$ cat config.mk
export PLATFORM = sky130hd
export DESIGN_NAME = char_mover
export DESIGN_NICKNAME = d
export VERILOG_FILES = /design/src/rtl/char_mover.sv
export SDC_FILE = /design/constraint.sdc
export NUM_CORES = 1
export LEC_CHECK = 0
export CAP_MARGIN = 20
export CORE_ASPECT_RATIO = 1.5
export CORE_MARGIN = 10
export CORE_UTILIZATION = 50
export CTS_CLUSTER_SIZE = 8
export DETAILED_ROUTE_END_ITERATION = 12
export PLACE_DENSITY_LB_ADDON = 0.15
export SYNTH_ARGS = -nofsm -noshare
export SYNTH_HDL_FRONTEND = slang
export SYNTH_SLANG_ARGS = --single-unit
$ cat constraint.sdc
create_clock -name i_clk -period 9.5 [get_ports i_clk]
set_clock_uncertainty 0.15 [all_clocks]
set_input_delay 1.425 -clock i_clk [delete_from_list [all_inputs] [get_ports i_clk]]
set_output_delay 1.425 -clock i_clk [all_outputs]
set_load 0.02 [all_outputs]
$ cat src/rtl/char_mover.sv
// Per-character position engine: once per frame steps one sprite a pixel in its
// current direction, applying joystick turns and stopping at walls via tile queries.
module char_mover #(
  parameter int         START_X   = 132,
  parameter int         START_Y   = 100,
  parameter logic [1:0] START_DIR = 2'd1
) (
  input  logic       i_clk,
  input  logic       i_rst,
  input  logic       i_frame_tick,
  input  logic       i_enable,
  input  logic       i_dir_valid,
  input  logic [1:0] i_dir_req,
  output logic       o_wall_req,
  output logic [5:0] o_wall_tile_x,
  output logic [4:0] o_wall_tile_y,
  input  logic       i_wall_ack,
  input  logic       i_wall_is_wall,
  output logic [9:0] o_char_x,
  output logic [9:0] o_char_y,
  output logic [1:0] o_dir,
  output logic       o_moving,
  output logic       o_busy,
  output logic       o_overrun
);

  localparam logic [1:0] ST_IDLE    = 2'd0;
  localparam logic [1:0] ST_CHK_REQ = 2'd1;
  localparam logic [1:0] ST_CHK_CUR = 2'd2;
  localparam logic [1:0] ST_MOVE    = 2'd3;

  localparam logic [9:0] FIELD_W = 10'd288;
  localparam logic [9:0] FIELD_H = 10'd224;

  logic [1:0] state_q, state_d;
  logic [9:0] x_q, x_d;
  logic [9:0] y_q, y_d;
  logic [1:0] dir_q, dir_d;
  logic       pendValid_q, pendValid_d;
  logic [1:0] pendDir_q, pendDir_d;
  logic       moving_q, moving_d;
  logic       overrun_q, overrun_d;
  logic [5:0] tileX_q, tileX_d;
  logic [4:0] tileY_q, tileY_d;

  logic [9:0]  xSum, ySum, cx, cy;
  logic [5:0]  centreTileX;
  logic [4:0]  centreTileY;
  logic        aligned;
  logic        pendIsReverse;
  logic        clearPend;
  logic [10:0] nbReq, nbCur;

  // Neighbour tile {col,row} of the centre tile in direction d, wrapping the maze edges.
  function automatic logic [10:0] neighbour(input logic [1:0] d, input logic [5:0] tx,
                                            input logic [4:0] ty);
    logic [5:0] nx;
    logic [4:0] ny;
    nx = tx;
    ny = ty;
    case (d)
      2'd0:    nx = (tx == 6'd35) ? 6'd0 : tx + 6'd1;
      2'd1:    nx = (tx == 6'd0) ? 6'd35 : tx - 6'd1;
      2'd2:    ny = (ty == 5'd27) ? 5'd0 : ty + 5'd1;
      default: ny = (ty == 5'd0) ? 5'd27 : ty - 5'd1;
    endcase
    return {nx, ny};
  endfunction

  always_comb begin
    xSum          = x_q + 10'd8;
    ySum          = y_q + 10'd8;
    cx            = (xSum >= FIELD_W) ? xSum - FIELD_W : xSum;
    cy            = (ySum >= FIELD_H) ? ySum - FIELD_H : ySum;
    centreTileX   = cx[8:3];
    centreTileY   = cy[7:3];
    aligned       = (x_q[2:0] == 3'd4) && (y_q[2:0] == 3'd4);
    pendIsReverse = pendValid_q && (pendDir_q == {dir_q[1], ~dir_q[0]});
    nbReq         = neighbour(pendDir_q, centreTileX, centreTileY);
    nbCur         = neighbour(dir_q, centreTileX, centreTileY);
  end

  always_comb begin
    state_d     = state_q;
    x_d         = x_q;
    y_d         = y_q;
    dir_d       = dir_q;
    pendValid_d = pendValid_q;
    pendDir_d   = pendDir_q;
    moving_d    = moving_q;
    overrun_d   = overrun_q;
    tileX_d     = tileX_q;
    tileY_d     = tileY_q;
    clearPend   = 1'b0;

    if (i_frame_tick && (state_q != ST_IDLE)) overrun_d = 1'b1;

    case (state_q)
      ST_IDLE: begin
        if (i_frame_tick && i_enable) begin
          // Reversals never need a map query; other turns only happen on tile centres.
          if (pendIsReverse) begin
            dir_d     = pendDir_q;
            clearPend = 1'b1;
            state_d   = ST_MOVE;
          end else if (aligned && pendValid_q) begin
            {tileX_d, tileY_d} = nbReq;
            state_d            = ST_CHK_REQ;
          end else if (aligned) begin
            {tileX_d, tileY_d} = nbCur;
            state_d            = ST_CHK_CUR;
          end else begin
            state_d = ST_MOVE;
          end
        end
      end
      ST_CHK_REQ: begin
        if (i_wall_ack) begin
          if (!i_wall_is_wall) begin
            dir_d     = pendDir_q;
            clearPend = 1'b1;
            state_d   = ST_MOVE;
          end else begin
            {tileX_d, tileY_d} = nbCur;
            state_d            = ST_CHK_CUR;
          end
        end
      end
      ST_CHK_CUR: begin
        if (i_wall_ack) begin
          if (!i_wall_is_wall) begin
            state_d = ST_MOVE;
          end else begin
            moving_d = 1'b0;
            state_d  = ST_IDLE;
          end
        end
      end
      default: begin
        case (dir_q)
          2'd0:    x_d = (x_q == FIELD_W - 10'd1) ? 10'd0 : x_q + 10'd1;
          2'd1:    x_d = (x_q == 10'd0) ? FIELD_W - 10'd1 : x_q - 10'd1;
          2'd2:    y_d = (y_q == FIELD_H - 10'd1) ? 10'd0 : y_q + 10'd1;
          default: y_d = (y_q == 10'd0) ? FIELD_H - 10'd1 : y_q - 10'd1;
        endcase
        moving_d = 1'b1;
        state_d  = ST_IDLE;
      end
    endcase

    if (clearPend) pendValid_d = 1'b0;
    // A fresh strobe overrides an apply in the same cycle; asking for the current heading cancels.
    if (i_dir_valid) begin
      if (i_dir_req == dir_d) begin
        pendValid_d = 1'b0;
      end else begin
        pendValid_d = 1'b1;
        pendDir_d   = i_dir_req;
      end
    end
  end

  always_ff @(posedge i_clk) begin
    if (i_rst) begin
      state_q     <= ST_IDLE;
      x_q         <= 10'(START_X);
      y_q         <= 10'(START_Y);
      dir_q       <= START_DIR;
      pendValid_q <= 1'b0;
      pendDir_q   <= 2'd0;
      moving_q    <= 1'b0;
      overrun_q   <= 1'b0;
      tileX_q     <= 6'd0;
      tileY_q     <= 5'd0;
    end else begin
      state_q     <= state_d;
      x_q         <= x_d;
      y_q         <= y_d;
      dir_q       <= dir_d;
      pendValid_q <= pendValid_d;
      pendDir_q   <= pendDir_d;
      moving_q    <= moving_d;
      overrun_q   <= overrun_d;
      tileX_q     <= tileX_d;
      tileY_q     <= tileY_d;
    end
  end

  assign o_wall_req    = (state_q == ST_CHK_REQ) || (state_q == ST_CHK_CUR);
  assign o_wall_tile_x = tileX_q;
  assign o_wall_tile_y = tileY_q;
  assign o_char_x      = x_q;
  assign o_char_y      = y_q;
  assign o_dir         = dir_q;
  assign o_moving      = moving_q;
  assign o_busy        = (state_q != ST_IDLE);
  assign o_overrun     = overrun_q;

endmodule
==> flow_summary.toml <==
[floorplanning]
ios = 46
start_util = 0.512
die_x_um = 95.8
die_area_um2 = 12800
chipHeight_um = 134
core_area_um2 = 8410
num_rows = 41

[outcome]
status = "complete, no violations"

[final_layout]
n_fill_cell = 817
diodes = 0
layout-drive-gt1-share = 0.0717
fin_cells = 721
syn2layout_area_growth_pct = 13.8
layout.nets = 641

[timing]
fin_crit_ns = 4.14
period_share = 0.435
hold_viol_final = 0
fmax_mhz = 242
setup_viol = 0
slew_violations = 0
rsz0062_at_grt = "no"
tns_ns = 0
worst_pin_slew_ns = 1.11
max_slew_margin = 0.254

[clock_tree]
cts-htree-levels = 2
cts_buffers = 5
clock_latency_ns = 0.29
clkTransAtPathRegs_ns = 0.06
clockBufferDepth = 2
cts_root_buf = "clkbuf_16"
ctsResizeCount = 0
cts_hold_buf = 0
post_cts_buffers = 0
cts_sinks = 40
cts_tree = "yes"

[yosys]
ys_seq_elements = 40
synth_top_area_share = 0.186
syn_avg_cell_area_um2 = 7.20
ys_warn_count = 0
yosysUniqueCellTypes = 83
ys.flop_type = "dfxtp_1"
synth_nets = 627
synth.area.top_cells = "dfxtp_1 (19%), nand2_1 (5.8%), ha_1 (5.5%), nor2_1 (5.3%), o21ai_0 (5.2%)"
synth_edf_count = 0
netlist_top_cells_count = "nand2_1 (67), nor2_1 (61), o21ai_0 (45)"
yosysSeqAreaShare = 0.186
yosysMostFrequentCell = "nand2_1"
netlist_area_um2 = 4310
syn_inst = 599
synthArstFlopShare = 0
synth_top_area_cell = "dfxtp_1"

[critical_path]
slowest_stage = "o21ai_0"
cp_cell_sequence = "ha_1, inv_1, and4_1, o21ai_0, a21oi_1, o21ai_0, or4b_1, o21ai_0, a2bb2oi_1, a32o_1"
crit_type = "flip-flop to flip-flop"
critPathBufInv = 1
r2r-end = "o_wall_tile_y[4]"
worst_setup_path_start_kind = "flip-flop"
cpPeakStageDelay_ns = 0.88
crit_family = "compound AO/OA/AOI/OAI gates"
crit_top_cell = "o21ai_0"
crit_required_ns = 9.53
critPathMaxFanout = 22
regToRegStartpoint = "o_char_y[3]"
cp-end-kind = "flip-flop"
worstPathArrival_ns = 4.16
rrSetupSlack_ns = 5.36
reg2reg_depth = 10

[run]
cap_violations = 0

[drt]
wire_per_inst_um = 18.1
dr.pass1.iters = 5
detail-route-antenna-nets = 0
wl_um = 13100
via_per_inst = 6.51
first_iter_violations = 348
drc = 0
vias = 4694

[placed_design]
port_buffers = 45
dp_hpwl_um = 9720
placed_cells = 713
gp_congestion = 0.952

[grt]
grt_usage = 0.200
grt_pass1_wl_um = 21200
grt_pass1_vias = 4394
overflow = 0
grt_max_degree = 32
antenna_found_initial = 0

[power_and_ir_drop]
swShare = 0.384
seqPwrFrac = 0.308
combPwrFrac = 0.401
powerDensity_nw_per_um2 = 144
intPower_w = 0.000435
clkPwrFrac = 0.292
max-vdd-ir-drop_mv = 0.0983
power_switching_w = 0.000271
leakagePower_nw = 1.78

[worst_hold_path]
hold-path-endpoint = "o_wall_tile_x[5]"
hold_class = "flip-flop to flip-flop"
hold_start = "o_wall_tile_x[5]"
whs_path_depth = 2
==> area by class of cell <==
type	count	area [um2]	share of cell area
multi-input cells	493	3230	0.658
flip-flops and latches	40	801	0.163
repair buffers	48	473	0.0964
clock buffers	6	139	0.0283
well taps	107	134	0.0273
inverters	25	93.8	0.0191
clock inverters	2	38.8	0.00791
==> flip-flops by register name, indices dropped and copies added (netlist names), 2 cells and up <==
name and cells:
pendDir_q 2, o_char_x 10, o_wall_tile_x 6, state_q 2, o_char_y 10, o_wall_tile_y 5
o_dir 2
==> logic make-up (layout without fill, tap and decap cells) <==
logic type / after synthesis / in the layout / synth area share
fa+ha+maj: 19 / 19 / 0.0551
xor+xnor: 27 / 27 / 0.0636
compound gates: 200 / 200 / 0.331
simple gates: 231 / 231 / 0.261
flops: 40 / 40 / 0.186
buf+inv: 66 / 81 / 0.0662
mux: 16 / 16 / 0.0383
==> tightest hold or removal path: stages, from the launching register on <==
cell	delay [ns]
dfxtp_1	0.32
nand2_1	0.05
nand3_1	0.05
==> worst max-delay path by stage <==
| stage | start | to | slack (ns) | depth (start not counted) |
|---|---|---|---|---|
| after floorplan | o_char_x[3] | o_wall_tile_x[5] | 6.19 | 13 |
| after global placement | o_char_y[3] | o_wall_tile_y[4] | 5.65 | 10 |
| after detailed placement | o_char_y[3] | o_wall_tile_y[4] | 5.48 | 10 |
| after CTS | o_char_y[3] | o_wall_tile_y[4] | 5.49 | 10 |
| after global routing | o_char_y[3] | o_wall_tile_y[4] | 5.06 | 10 |
| final | o_char_y[3] | o_wall_tile_y[4] | 5.36 | 10 |
==> power groups by stage <==
stage | combinational, W | clock, W | sequential, W
finish | 0.000283 | 0.000206 | 0.000217
global route | 0.000312 | 0.000213 | 0.000220
CTS | 0.000283 | 0.000209 | 0.000217
detailed placement | 0.000282 | 0 | 0.000220
global placement | 0.000278 | 0 | 0.000219
floorplan | 0.000180 | 0 | 0.000225
==> layout by cell type, fill, tap and decap left out, types with 5 or more instances in the layout <==
| master | instances |
|---|---|
| dfxtp_1 | 40 |
| o21ai_0 | 45 |
| nand3_1 | 24 |
| a31oi_1 | 10 |
| o211ai_1 | 7 |
| a21oi_1 | 35 |
| nor2_1 | 61 |
| ha_1 | 19 |
| and2_1 | 5 |
| xor2_1 | 13 |
| and4_1 | 5 |
| a22oi_1 | 13 |
| nand2b_1 | 5 |
| nand2_1 | 67 |
| xnor2_1 | 12 |
| a311oi_1 | 6 |
| o221ai_1 | 5 |
| clkdlybuf4s50_1 | 45 |
| o21a_1 | 5 |
| mux2i_1 | 12 |
| nor4_1 | 6 |
| inv_1 | 24 |
| and3_1 | 8 |
| o31ai_1 | 9 |
| clkbuf_16 | 5 |
| or3_1 | 5 |
| nand4_1 | 8 |
| o22ai_1 | 7 |
| nor3_1 | 20 |
| a31o_2 | 5 |
==> metal layers <==
| layer | wire length, um | global-route usage | share of wire |
|---|---|---|---|
| met1 | 4910 | 0.208 | 0.38 |
| met2 | 6940 | 0.364 | 0.53 |
| met3 | 714 | 0.0321 | 0.055 |
| met4 | 490 | 0.104 | 0.038 |
| met5 | 0 | 0 | 0 |
==> through the flow <==
| step | power (W) | utilization | hold WS (ns) | instance area (um2) | worst slack (ns) |
|---|---|---|---|---|---|
| global placement | 0.000497 | 0.562 | 0.297 | 4730 | 5.65 |
| finish | 0.000705 | 0.583 | 0.308 | 4900 | 5.36 |
| detailed placement | 0.000501 | 0.562 | 0.307 | 4730 | 5.48 |
| global route | 0.000745 | 0.583 | 0.341 | 4900 | 5.06 |
| CTS | 0.000708 | 0.583 | 0.320 | 4900 | 5.49 |
| floorplan | 0.000404 | - | 0.382 | 4310 | 6.19 |
(Power assumes the default switching activity.)
